===== src/rtl/des_round_counter.sv =====
// Round sequencer for an iterative DES core: steps the round select for the
// datapath and key schedule, then captures the final-permutation output.
module des_round_counter #(
  parameter int DATA_W = 64,
  parameter int ROUNDS = 16
) (
  input  logic              clk,
  input  logic              reset,
  input  logic              init,
  output logic [3:0]        count,
  output logic              finish,
  input  logic [DATA_W-1:0] i_Data,
  output logic [DATA_W-1:0] o_Data
);

  localparam logic [3:0] LAST_ROUND = 4'(ROUNDS - 1);

  typedef enum logic {
    IDLE = 1'b0,
    RUN  = 1'b1
  } state_t;

  state_t              state_reg, state_next;
  logic [3:0]          count_reg, count_next;
  logic                finish_reg, finish_next;
  logic [DATA_W-1:0]   data_reg, data_next;

  always_ff @(posedge clk or negedge reset) begin
    if (!reset) begin
      state_reg  <= IDLE;
      count_reg  <= 4'd0;
      finish_reg <= 1'b0;
      data_reg   <= '0;
    end else begin
      state_reg  <= state_next;
      count_reg  <= count_next;
      finish_reg <= finish_next;
      data_reg   <= data_next;
    end
  end

  always_comb begin
    state_next  = state_reg;
    count_next  = count_reg;
    finish_next = 1'b0;
    data_next   = data_reg;
    case (state_reg)
      IDLE: begin
        // Round 1 is registered on the start edge, so the count jumps to 1.
        if (init) begin
          state_next = RUN;
          count_next = 4'd1;
        end
      end
      RUN: begin
        if (count_reg >= LAST_ROUND) begin
          state_next  = IDLE;
          count_next  = 4'd0;
          finish_next = 1'b1;
          data_next   = i_Data;
        end else begin
          count_next = count_reg + 4'd1;
        end
      end
      default: begin
        state_next = IDLE;
        count_next = 4'd0;
      end
    endcase
  end

  assign count  = count_reg;
  assign finish = finish_reg;
  assign o_Data = data_reg;

endmodule


===== config.mk =====
export PLATFORM = sky130hd
export DESIGN_NAME = des_round_counter
export DESIGN_NICKNAME = d
export VERILOG_FILES = /design/src/rtl/des_round_counter.sv
export SDC_FILE = /design/constraint.sdc
export NUM_CORES = 1
export LEC_CHECK = 0
export BUFFER_PORTS_ARGS = -buffer_cell sky130_fd_sc_hd__buf_2
export CAP_MARGIN = 25
export CORE_MARGIN = 2
export CORE_UTILIZATION = 45
export DETAILED_ROUTE_END_ITERATION = 10
export MAX_ROUTING_LAYER = met4
export PLACE_DENSITY = 0.82
export REMOVE_ABC_BUFFERS = 1
export SLEW_MARGIN = 20
export SYNTH_ARGS = -nofsm -noshare
export SYNTH_HDL_FRONTEND = slang
export SYNTH_SLANG_ARGS = --single-unit

===== constraint.sdc =====
create_clock -name clk -period 2.2 [get_ports clk]
set_input_delay 0.11 -clock clk [delete_from_list [all_inputs] [get_ports clk]]
set_output_delay 0.11 -clock clk [all_outputs]
set_load 0.01 [all_outputs]

==> impl_metrics.ini <==
[run_status]
status = complete, but fails checks
failed_checks = negative hold slack

[sta]
worstMarginPinSlew_ns = 0.844
drv_slew = 0
rsz0062_at_grt = no
fmax_ghz = 0.587
setup-violations-final = 0
hold_violations = 67
post-route-min-period_ns = 1.70
finalSetupTns_ns = 0
max_slew_margin_pct = 43.7
fin_skew_ns = 0.00706
fin_crit_sh_pct = 77.5
timing.hold.ws_ns = -0.0302

[drt]
drtAntennaViolNets = 0
avgViaCountPerCell = 4.66
drt_first_pass_iters = 4
routed-via-count = 2677
drt_wl_total_mm = 7.76
initialDrtViolationCount = 114
wl_per_cell_um = 13.5
drc = 0

[cells_and_area]
drive_gt1_share_pct = 31.1
area_growth_pct = 56.0
final_cell_count_no_fill = 574
antennaDiodeCount = 0
final_cell_area_um2 = 4250
largest_reg_flops = 64
layout.nets = 562

[place]
post_dp_cell_area_um2 = 3390
hpwl_mm = 4.17
gp_congestion = 0.755
place_inst = 494
io_buffers = 135

[cts]
cts_buffers = 9
cts-root-buf = clkbuf_8
clk_latency_ns = 0.33
tritoncts = yes
clkSinkCount = 70
post_cts_resized = 0
cts_hold_buffers = 64
clk_pin_slew_ns = 0.07
htreeDepth = 3
cts_buffer_depth = 2
cts_setup_buffers = 0

[critical_path]
reg2reg_depth = 5
cp.required_ns = 2.47
r2r-end = o_Data[1]
crit_path_start_kind = flop
cp_max_fo = 64
crit_top_cell = nand2_1
crit_buf_inv = 1
arrival_ns = 1.97
cp_slowest_cell = buf_4
slowest_delay_ns = 0.52
r2r-start = count[0]
rrSetupSlack_ns = 0.50
cp-end-kind = flop
cp_top_family = buffers and inverters
crit_start = count[0]
critPathKind = reg2reg
cp_cell_sequence = ha_1 > nand4_2 > buf_4 > nand2_1 > nand2_1

[synthesis]
synth_cell_types = 17
synth_top_area_share_pct = 64.3
syn_area_um2 = 2720
ys_ff_latch = 70
netlist_instances = 295
yosysTopAreaCell = dfrtp_1
yosysWarnings = 0
synth_area_per_cell_um2 = 9.23
ys_top_cells_by_area = dfrtp_1 64%, nand2_1 27%, buf_6 4.1%
ys_seq_area_share_pct = 64.3

[die]
die-area_um2 = 6690
core_area_um2 = 5890
initial_core_util_pct = 46.3
num_io_pins = 136
row_count = 28
die_w_um = 81.8
die_y_um = 81.8

[pwr]
power_density_nw_per_um2 = 1300
p_leak_nw = 2.36
irDropWorstVdd_uv = 749
design_power_total_mw = 5.54

[run]
maxCapViolCount = 0

[grt]
overflow = 0
grt_util_all_layers_pct = 24.2
grt_pass1_wl_mm = 11.8
grt_max_degree = 71
antenna_found_initial = 0
first_global_vias = 2609

[min_path]
hold_path.class = in2async
==> layer usage <==
layer / track usage (%) / routed length (µm) / vias to the layer above
met1: 26.7 / 3050 / 1256
li1: - / - / 1293
met4: 12.2 / 201 / 0
met3: 4.62 / 425 / 20
met2: 41.7 / 4090 / 108
met5: - / 0 / -
==> cell type report <==
| cell class | count | area, µm² |
|---|---|---|
| multi-input cells | 207 | 818 |
| repair buffers | 203 | 1360 |
| flip-flops and latches | 70 | 1750 |
| clock buffers | 12 | 145 |
| fillers | 429 | 1640 |
| inverters | 3 | 11.3 |
| clock inverters | 4 | 70.1 |
| well taps | 75 | 93.8 |
==> kinds of logic after synthesis <==
group | share of synthesized area [%]
and+or+nand+nor | 27.7
DFF | 64.3
buffers and inverters | 5.65
AOI/OAI and AO/OA | 1.84
adders and majority gates | 0.459
==> how the worst max path moves through the flow <==
stage          cells past startpoint    endpoint  slack [ns]
2_1_floorplan                      4    count[0]       -0.57
3_3_place_gp                       6   o_Data[4]        0.62
3_5_place_dp                       5  o_Data[44]        0.54
4_1_cts                            6  o_Data[38]        0.52
5_1_grt                            5   o_Data[1]        0.35
6_report                           5   o_Data[1]        0.50
==> power breakdown <==
part           internal, mW  total, mW  switching, mW
clock                 0.667       1.11          0.448
combinational         0.896       2.09           1.19
sequential             1.94       2.33          0.393
total                  3.50       5.54           2.03
==> cell usage after synthesis <==
library cell,n
nand4_1,1
dfrtp_1,70
a22o_1,1
nand4_2,1
nand2_1,193
buf_4,2
inv_1,2
inv_2,1
buf_6,10
o21ai_0,1
a21oi_1,4
a211oi_1,1
buf_2,3
nor2_1,2
o221ai_1,1
nor3_1,1
ha_1,1
==> stage by stage <==
stage                     setup slack [ns]  utilization, %
after floorplan                     -0.567               -
after global placement               0.622            57.7
after detailed placement             0.545            57.7
after CTS                            0.519            72.2
after global routing                 0.354            72.2
final                                0.495            72.2
==> cell usage in the layout (no fill, tap or decap) <==
master         count
ha_1               1
a211oi_1           1
a22o_1             1
clkbuf_8          10
clkinv_2           2
inv_2              1
clkbuf_1           2
nand4_1            1
nand4_2            1
o21ai_0            1
a21oi_1            4
nand2_1          193
nor2_1             2
buf_2            135
dlygate4sd3_1     64
buf_4              3
inv_1              2
dfrtp_1           70
o221ai_1           1
buf_12             1
bufinv_16          2
nor3_1             1
No activity file was read; power rests on OpenSTA's default activity.
